## src/rtl/tamagotchi_pkg.sv

```systemverilog
// Shared definitions for the pet: activity encodings, attribute limits and rates.
package tamagotchi_pkg;

    localparam int unsigned ATRIB_W = 8;
    localparam int unsigned TIMER_W = 16;

    // One-hot activity code shared with controlador_atributos.
    typedef enum logic [3:0] {
        OCIOSO     = 4'b0000,
        DORMINDO   = 4'b0001,
        COMENDO    = 4'b0010,
        DANDO_AULA = 4'b0100,
        MORTO      = 4'b1000
    } estado_t;

    localparam logic [ATRIB_W-1:0] MAX_FOME       = 8'd100;
    localparam logic [ATRIB_W-1:0] MAX_SONO       = 8'd100;
    localparam logic [ATRIB_W-1:0] MAX_FELICIDADE = 8'd100;
    localparam logic [ATRIB_W-1:0] VEL_SUBIDA     = 8'd5;
    localparam logic [ATRIB_W-1:0] VEL_DESCIDA    = 8'd1;

    // Clamp an attribute reading to the 0..100 range.
    function automatic logic [ATRIB_W-1:0] satura(input logic [ATRIB_W-1:0] valor,
                                                  input logic [ATRIB_W-1:0] maximo);
        return (valor > maximo) ? maximo : valor;
    endfunction

endpackage

```

## src/rtl/controlador_estados_if.sv

```systemverilog
// Buttons, attribute levels and activity outputs of the pet state machine.
interface controlador_estados_if;
    import tamagotchi_pkg::*;

    logic                botao_comer;
    logic                botao_dormir;
    logic                botao_aula;
    logic [ATRIB_W-1:0]  fome;
    logic [ATRIB_W-1:0]  felicidade;
    logic [ATRIB_W-1:0]  sono;
    logic                morreu;
    estado_t             estado;
    logic                ocupado;
    logic                alerta;

    modport master (
        output botao_comer, botao_dormir, botao_aula,
        output fome, felicidade, sono, morreu,
        input  estado, ocupado, alerta
    );

    modport slave (
        input  botao_comer, botao_dormir, botao_aula,
        input  fome, felicidade, sono, morreu,
        output estado, ocupado, alerta
    );

endinterface

```

## src/rtl/controlador_estados_detector_borda.sv

```systemverilog
// Rising-edge detector: registered history bit, combinational edge pulse.
module detector_borda (
    input  logic clk,
    input  logic rst,
    input  logic sinal,
    output logic borda_c
);

    logic anterior_q;

    // Remember last sampled level; reset clears the history.
    always_ff @(posedge clk) begin
        if (rst) anterior_q <= 1'b0;
        else     anterior_q <= sinal;
    end

    assign borda_c = sinal & ~anterior_q;

endmodule

```

## src/rtl/controlador_estados.sv

```systemverilog
// Pet activity state machine: button requests, timed activities, early exits,
// death absorption and low-attribute warning.
// Optional build macro AUTO_SONO_EN: automatic sleep when rest is low in OCIOSO.
module controlador_estados
    import tamagotchi_pkg::*;
#(
    parameter int unsigned        T_ATIVIDADE   = 2048,
    parameter logic [ATRIB_W-1:0] LIMIAR_ALERTA = 8'd20
) (
    input  logic                 clk,
    input  logic                 rst,
    controlador_estados_if.slave bus
);

    localparam logic [TIMER_W-1:0] CARGA_TIMER = TIMER_W'(T_ATIVIDADE - 1);

    logic borda_comer_c;
    logic borda_dormir_c;
    logic borda_aula_c;

    estado_t             estado_q;
    estado_t             estado_d;
    logic [TIMER_W-1:0]  timer_q;
    logic [TIMER_W-1:0]  timer_d;
    logic                ocupado_q;
    logic                ocupado_d;
    logic                alerta_q;
    logic                alerta_d;

    logic [ATRIB_W-1:0]  fome_c;
    logic [ATRIB_W-1:0]  felicidade_c;
    logic [ATRIB_W-1:0]  sono_c;
    logic                algum_baixo_c;
    logic                fim_atividade_c;

    detector_borda u_borda_comer (
        .clk     (clk),
        .rst     (rst),
        .sinal   (bus.botao_comer),
        .borda_c (borda_comer_c)
    );

    detector_borda u_borda_dormir (
        .clk     (clk),
        .rst     (rst),
        .sinal   (bus.botao_dormir),
        .borda_c (borda_dormir_c)
    );

    detector_borda u_borda_aula (
        .clk     (clk),
        .rst     (rst),
        .sinal   (bus.botao_aula),
        .borda_c (borda_aula_c)
    );

    assign fome_c        = satura(bus.fome, MAX_FOME);
    assign felicidade_c  = satura(bus.felicidade, MAX_FELICIDADE);
    assign sono_c        = satura(bus.sono, MAX_SONO);
    assign algum_baixo_c = (fome_c <= LIMIAR_ALERTA) || (felicidade_c <= LIMIAR_ALERTA)
                        || (sono_c <= LIMIAR_ALERTA);

    // Exit condition of the running activity: timeout, served attribute full, or tired class.
    always_comb begin
        fim_atividade_c = (timer_q == '0);
        case (estado_q)
            DORMINDO:   if (sono_c >= MAX_SONO) fim_atividade_c = 1'b1;
            COMENDO:    if (fome_c >= MAX_FOME) fim_atividade_c = 1'b1;
            DANDO_AULA: if ((felicidade_c >= MAX_FELICIDADE) || (sono_c <= LIMIAR_ALERTA))
                            fim_atividade_c = 1'b1;
            default:    fim_atividade_c = 1'b0;
        endcase
    end

    // Next state, timer and registered-output values; death overrides everything.
    always_comb begin
        estado_d = estado_q;
        timer_d  = timer_q;

        case (estado_q)
            OCIOSO: begin
                if (borda_comer_c) begin
                    estado_d = COMENDO;
                    timer_d  = CARGA_TIMER;
                end else if (borda_dormir_c) begin
                    estado_d = DORMINDO;
                    timer_d  = CARGA_TIMER;
                end else if (borda_aula_c) begin
                    estado_d = DANDO_AULA;
                    timer_d  = CARGA_TIMER;
                end
`ifdef AUTO_SONO_EN
                else if (sono_c <= LIMIAR_ALERTA) begin
                    estado_d = DORMINDO;
                    timer_d  = CARGA_TIMER;
                end
`endif
            end
            DORMINDO, COMENDO, DANDO_AULA: begin
                if (fim_atividade_c) begin
                    estado_d = OCIOSO;
                    timer_d  = '0;
                end else if (timer_q != '0) begin
                    timer_d = timer_q - TIMER_W'(1);
                end
            end
            MORTO: begin
                timer_d = '0;
            end
            default: begin
                estado_d = OCIOSO;
                timer_d  = '0;
            end
        endcase

        if (bus.morreu) begin
            estado_d = MORTO;
            timer_d  = '0;
        end

        ocupado_d = (estado_d == DORMINDO) || (estado_d == COMENDO) || (estado_d == DANDO_AULA);
        alerta_d  = algum_baixo_c && (estado_d != MORTO);
    end

    // State, timer and output registers.
    always_ff @(posedge clk) begin
        if (rst) begin
            estado_q  <= OCIOSO;
            timer_q   <= '0;
            ocupado_q <= 1'b0;
            alerta_q  <= 1'b0;
        end else begin
            estado_q  <= estado_d;
            timer_q   <= timer_d;
            ocupado_q <= ocupado_d;
            alerta_q  <= alerta_d;
        end
    end

    assign bus.estado  = estado_q;
    assign bus.ocupado = ocupado_q;
    assign bus.alerta  = alerta_q;

endmodule

```

## src/flat_wrapper.sv

```systemverilog
// flat-port wrapper written by rule: the top's interface ports become plain ports
module controlador_estados_flat import tamagotchi_pkg::*;
#(
    parameter int unsigned        T_ATIVIDADE   = 2048,
    parameter logic [ATRIB_W-1:0] LIMIAR_ALERTA = 8'd20
)
  (clk, rst, bus_botao_comer, bus_botao_dormir, bus_botao_aula, bus_fome, bus_felicidade, bus_sono, bus_morreu, bus_estado, bus_ocupado, bus_alerta);
  controlador_estados_if bus_i ();
  input  logic clk;
  input  logic rst;
  input wire logic [$bits(bus_i.botao_comer)-1:0] bus_botao_comer;
  input wire logic [$bits(bus_i.botao_dormir)-1:0] bus_botao_dormir;
  input wire logic [$bits(bus_i.botao_aula)-1:0] bus_botao_aula;
  input wire logic [$bits(bus_i.fome)-1:0] bus_fome;
  input wire logic [$bits(bus_i.felicidade)-1:0] bus_felicidade;
  input wire logic [$bits(bus_i.sono)-1:0] bus_sono;
  input wire logic [$bits(bus_i.morreu)-1:0] bus_morreu;
  output wire logic [$bits(bus_i.estado)-1:0] bus_estado;
  output wire logic [$bits(bus_i.ocupado)-1:0] bus_ocupado;
  output wire logic [$bits(bus_i.alerta)-1:0] bus_alerta;
  assign bus_i.botao_comer = bus_botao_comer;
  assign bus_i.botao_dormir = bus_botao_dormir;
  assign bus_i.botao_aula = bus_botao_aula;
  assign bus_i.fome = bus_fome;
  assign bus_i.felicidade = bus_felicidade;
  assign bus_i.sono = bus_sono;
  assign bus_i.morreu = bus_morreu;
  assign bus_estado = bus_i.estado;
  assign bus_ocupado = bus_i.ocupado;
  assign bus_alerta = bus_i.alerta;
  controlador_estados #(.T_ATIVIDADE(T_ATIVIDADE), .LIMIAR_ALERTA(LIMIAR_ALERTA)) u_core (.clk(clk), .rst(rst), .bus(bus_i));
endmodule
```

## config.mk

```make
export PLATFORM = sky130hd
export DESIGN_NAME = controlador_estados_flat
export DESIGN_NICKNAME = d
export VERILOG_FILES = /design/src/rtl/tamagotchi_pkg.sv /design/src/rtl/controlador_estados_if.sv /design/src/rtl/controlador_estados_detector_borda.sv /design/src/rtl/controlador_estados.sv /design/src/flat_wrapper.sv
export SDC_FILE = /design/constraint.sdc
export NUM_CORES = 1
export LEC_CHECK = 0
export CORE_AREA = 3 3 62 58
export DETAILED_ROUTE_END_ITERATION = 10
export DIE_AREA = 0 0 65 61
export PLACE_DENSITY = 0.82
export SYNTH_ARGS = -nofsm -noshare
export SYNTH_HDL_FRONTEND = slang
export SYNTH_SLANG_ARGS = --single-unit
```

## constraint.sdc

```tcl
create_clock -name clk -period 3.6 [get_ports clk]
set_input_delay 0.72 -clock clk [delete_from_list [all_inputs] [get_ports clk]]
set_output_delay 0.72 -clock clk [all_outputs]
set_load 0.01 [all_outputs]
```

# Word-level counts from Yosys, hierarchy flattened
# Cells that the tools add are included.
[totals] out_inout_bits=6 register_bits=25 inputBits=30
[classes] n_reduce_logical=12 bitwise_logic=6 n_eq_ne=10 addsub=1 order_cmp=9 muxes=19
[op_table] cell="16-bit two-way mux" count=5
[op_table] cell="16-bit case mux with 2 select lines" count=1
[op_table] cell="8-bit by 7-bit >= comparator with 1-bit output (second input constant)" count=3
[op_table] cell="8-bit by 7-bit greater-than comparator with 1-bit output (second input constant)" count=3
[op_table] cell="8-bit by 5-bit <= comparator with 1-bit output (second input constant)" count=3
[op_table] cell="8-bit two-way mux" count=3
[op_table] cell="4-bit two-way mux" count=5
[op_table] cell="16-bit zero test" count=1
[op_table] cell="16-bit nonzero test" count=1
[op_table] cell="16-bit by 1-bit subtractor with 16-bit output (second input constant)" count=1
[op_table] cell="4-bit case mux with 3 select lines" count=1
[op_table] cell="4-bit by 1-bit equality test with 1-bit output (second input constant)" count=2
[op_table] cell="4-bit by 2-bit equality test with 1-bit output (second input constant)" count=2
[op_table] cell="4-bit by 3-bit equality test with 1-bit output (second input constant)" count=2
[op_table] cell="1-bit logical OR" count=5
[op_table] cell="4-bit equality test (second input constant)" count=1
[op_table] cell="4-bit zero test" count=1
[op_table] cell="4-bit by 1-bit inequality test with 1-bit output (second input constant)" count=1
[op_table] cell="4-bit inequality test (second input constant)" count=1
[op_table] cell="1-bit AND" count=3
[op_table] cell="1-bit two-way mux" count=3
[op_table] cell="3-bit by 1-bit inequality test with 1-bit output (second input constant)" count=1
[op_table] cell="1-bit NOT" count=3
[op_table] cell="1-bit case mux with 3 select lines" count=1
[op_table] cell="4 further kinds" count=4

# Depth between registers and ports, before layout
[depth] ltp_word=12 depth_mapped=9 ltp_nobuf=8

# Hierarchy
# Synthesis repeated with hierarchy kept, for this count alone.
[unflattened] hier_cells=194 area_unflattened_um2=1562.7
[by_module_without_submodules] mod="controlador_estados" seq_area_each_um2=440.4 cells_per_inst=185 area_each_um2=1420.1 instances=1
[by_module_without_submodules] mod="detector_borda" seq_area_each_um2=20.0 cells_per_inst=3 area_each_um2=47.5 instances=3

# Worst setup path before layout
# Ideal clock, no wire load.
[synth_timing] path_kind="input to register" start="in bus_fome[4]" end="reg u_core.timer_q[10]" slack_ps=1188 stages=7 arrival_ps=2337 required_time_ps=3525 cell_sequence="or3_1 -> a31oi_1 -> o31ai_2 -> nor4_4 -> buf_6 -> nand4_2 -> a22oi_2"
[synth_via] elab_chain_cells=7 word_cells_on_any_way=9
[synth_rtl] element="from (decl)" line="flat_wrapper.sv:14" rtl="input wire logic [$bits(bus_i.fome)-1:0] bus_fome;"
[synth_rtl] element="8-bit by 7-bit greater-than comparator with 1-bit output" line="tamagotchi_pkg.sv:25" rtl="return (valor > maximo) ? maximo : valor;"
[synth_rtl] element="8-bit two-way mux *" line="tamagotchi_pkg.sv:25"
[synth_rtl] element="8-bit by 7-bit >= comparator with 1-bit output *" line="controlador_estados.sv:68" rtl="COMENDO: if (fome_c >= MAX_FOME) fim_atividade_c = 1'b1;"
[synth_rtl] element="1-bit two-way mux *" line="controlador_estados.sv:68"
[synth_rtl] element="1-bit case mux with 3 select lines *" line="controlador_estados.sv:66" rtl="case (estado_q)"
[synth_rtl] element="16-bit two-way mux / 3-bit by 1-bit inequality test with 1-bit output (equally long branches)"
[synth_rtl] element="16-bit case mux with 2 select lines / 2-bit AND reduction (equally long branches)"
[synth_rtl] element="to (signal assigned)" line="controlador_estados.sv:134" rtl="timer_q <= timer_d;"
[synth_rtl] element="to (decl)" line="controlador_estados.sv:23" rtl="logic [TIMER_W-1:0] timer_q;"
# Mark *: on every way between the ends. The rest lies on a longest branch, timed or not.
# A chain may end at the register's enable or synchronous reset.

# Final worst setup path
[layout_timing] start="in bus_felicidade[4]" end="reg u_core.timer_q[0]"
[layout_via] elab_chain_cells=8 word_cells_on_any_way=10
[layout_rtl] element="from (decl)" line="flat_wrapper.sv:15" rtl="input wire logic [$bits(bus_i.felicidade)-1:0] bus_felicidade;"
[layout_rtl] element="8-bit by 7-bit greater-than comparator with 1-bit output" line="tamagotchi_pkg.sv:25"
[layout_rtl] element="8-bit two-way mux *" line="tamagotchi_pkg.sv:25"
[layout_rtl] element="8-bit by 7-bit >= comparator with 1-bit output *" line="controlador_estados.sv:69" rtl="DANDO_AULA: if ((felicidade_c >= MAX_FELICIDADE) || (sono_c <= LIMIAR_ALERTA))"
[layout_rtl] element="1-bit logical OR *" line="controlador_estados.sv:69"
[layout_rtl] element="1-bit two-way mux *" line="controlador_estados.sv:69"
[layout_rtl] element="1-bit case mux with 3 select lines *" line="controlador_estados.sv:66"
[layout_rtl] element="16-bit two-way mux / 3-bit by 1-bit inequality test with 1-bit output (equally long branches)"
[layout_rtl] element="16-bit case mux with 2 select lines / 2-bit AND reduction (equally long branches)"
# Marks and branches as above.

==> impl_metrics.csv <==
group,metric,value,unit
route,drc,0,
cts,cts_sinks,25,
setup_path,required,3830,ps
yosys,synth_flop_cell,"dfxtp_1",
run_status,outcome,"complete, no violations",
route,dr_total_vias,1572,
yosys,postSynthAreaPerCell,8.15,µm²
route,first_pass_iters,4,
cts,h-tree-depth,1,
cts,cts_buffers,3,
layout,fillers,251,
power,clock_power_share,0.201,
cts,cts_root_buf,"clkbuf_4",
sta,finClkSkew,13.1,ps
power,p_int,426,µW
sta,tightest_slew,669,ps
route,ant_nets,0,
layout,final_cell_mix,"clkdlybuf4s50_1, dfxtp_1, nor2_1",
floorplan,core,3020,µm²
layout,final_nets,262,
global_route,grt_pass1_vias,1390,
run,cap_violations,0,
route,wl_per_cell,14.0,µm
cts,tritoncts,"yes",
yosys,syn_area,1600,µm²
power,seq_power_share,0.496,
cts,cts_setup_buffers,0,
route,wirelength,3.81,mm
yosys,synthesis.nets,227,
power,combPwrFrac,0.303,
global_route,grt_pass1_wl,6.56,mm
layout,syn_to_final_growth,25.4,%
cts,cts_max_path_buffers,2,
cts,insertion_delay,320,ps
sta,setup_ws,882,ps
floorplan,rows,19,
hold_path,hold_depth,1,
setup_path,crit_type,"in -> reg",
power,powerDensity,312,nW/µm²
setup_path,ff2ff_path_depth,9,
setup_path,worstPathMaxFanout,10,
yosys,ys_ff_latch,25,
floorplan,dieArea,3970,µm²
sta,slew_viol_final,0,
layout,finalCoreUtilization,0.663,
layout,final_layout_size_suffix_gt1_frac,0.0957,
setup_path,start_kind,"primary input",
sta,fmax,368,MHz
floorplan,die_w,65,µm
power,leakagePower,0.697,nW
yosys,netlist_instances,196,
sta,hold_viol,0,
yosys,ys_types,58,
yosys,synth-edff-count,0,
global_route,grt_antenna_before_repair,0,
setup_path,critical_path_arrival,2940,ps
place,dpl.hpwl,2.99,mm
cts,cts_resized,0,
layout,antenna_cells,0,
route,viasPerCell,5.78,
global_route,grt.total_usage,0.210,
yosys,async_reset_ff_frac,0,
place,port_buffers,35,
yosys,seq_area_frac_synth,0.313,
floorplan,start_util,0.529,
place,globalplace.congestion,0.853,
sta,setup_violations,0,
global_route,grt_max_degree,15,
cts,cts_hold_buf,0,
cts,clkTransAtPathRegs,140,ps
global_route,grt.overflow.total,0,
power,vdd_drop_max,0.000236,V
route,drt_iter0_drc,124,
hold_path,hp-class,"reg -> reg",
sta,tns,0,ps
layout,final_common_cell,"clkdlybuf4s50_1",
sta,finalCritPeriodShare,0.755,
yosys,ys_warn_count,0,
setup_path,crit_path_end_kind,"flip-flop",
sta,post-route-min-period,2720,ps
sta,rsz0062_at_grt,"false",
sta,relSlewSlack,0.550,
power,sw_frac_of_total,0.319,
power,switchingPower,200,µW
floorplan,die_h,61,µm
sta,holdWs,506,ps
place,pre_cts_ws,578,ps
floorplan,ios,36,
[metrics by stage]
stage / instance area (µm²) / instances / total power [mW]
finish: 2000 / 272 / 0.626
global route: 2000 / 272 / 0.666
CTS: 2000 / 272 / 0.629
detailed placement: 1980 / 268 / 0.503
global placement: 1980 / 268 / 0.501
floorplan: 1600 / 196 / 0.434
[area by class of cell]
cell class | count | area (µm²) | area share
Sequential cell | 25 | 500 | 0.250
Tap cell | 42 | 52.6 | 0.0262
Multi-Input combinational cell | 157 | 1020 | 0.512
Clock buffer | 4 | 26.3 | 0.0131
Inverter | 5 | 18.8 | 0.00937
Timing Repair Buffer | 39 | 380 | 0.190
[layer usage]
layer | vias up | GRT usage | routed length [µm]
met5 | - | 0 | 0
met4 | 0 | 0.0301 | 0
met3 | 0 | 0.0315 | 245
met2 | 53 | 0.327 | 1750
met1 | 719 | 0.313 | 1810
li1 | 800 | - | -
[worst max-delay path: stages]
cell and delay, ps:
clkdlybuf4s50_1 410, or3_1 360, a31oi_1 210, a21boi_0 260, nor4_4 390, buf_4 250
a21oi_1 90, a211oi_1 250
[power groups by stage]
stage / sequential (mW) / clock, mW / combinational, mW
3_3_place_gp: 0.315 / 0 / 0.185
4_1_cts: 0.310 / 0.130 / 0.189
6_report: 0.310 / 0.126 / 0.190
5_1_grt: 0.313 / 0.141 / 0.212
2_1_floorplan: 0.310 / 0 / 0.124
3_5_place_dp: 0.316 / 0 / 0.187
[cell usage after synthesis (3+ instances only)]
library cell,instances,area (µm²)
nand2_1,16,60.1
nor3_1,10,50.1
nor4_1,5,31.3
nor2b_1,6,37.5
and2_1,5,31.3
nand2b_1,7,43.8
buf_2,3,15.0
dfxtp_1,25,500
a211oi_1,4,30.0
o211ai_1,5,37.5
or3_1,4,25.0
nand3_1,9,45.0
a31oi_1,5,31.3
o21a_1,5,37.5
a21oi_1,7,35.0
inv_1,5,18.8
nand4_1,3,18.8
nor2_1,18,67.6
o21ai_0,8,40.0
[cell families after synthesis]
family | after synthesis | share of synthesized area
xor+xnor | 2 | 0.0110
simple gates | 103 | 0.374
buf+inv | 14 | 0.0454
fa+ha+maj | 1 | 0.00783
compound gates | 51 | 0.248
flops | 25 | 0.313
[worst paths after layout]
| check | start | to | slack (ps) |
|---|---|---|---|
| hold reg to reg | u_core.timer_q[15] | u_core.timer_q[15] | 510 |
| setup / recovery | bus_felicidade[4] | u_core.timer_q[0] | 880 |
| hold / removal | u_core.timer_q[15] | u_core.timer_q[15] | 510 |
| setup reg to reg | u_core.timer_q[0] | u_core.timer_q[5] | 1090 |
[sequential cells by signal (all words and copies together) (netlist names)]
signal                            count
u_core.bus.alerta                     1
u_core.bus.estado                     4
u_core.timer_q                       16
u_core.u_borda_comer.anterior_q       1
u_core.u_borda_dormir.anterior_q      1
u_core.u_borda_aula.anterior_q        1
u_core.bus.ocupado                    1
Power figures use the tool's default switching activity.
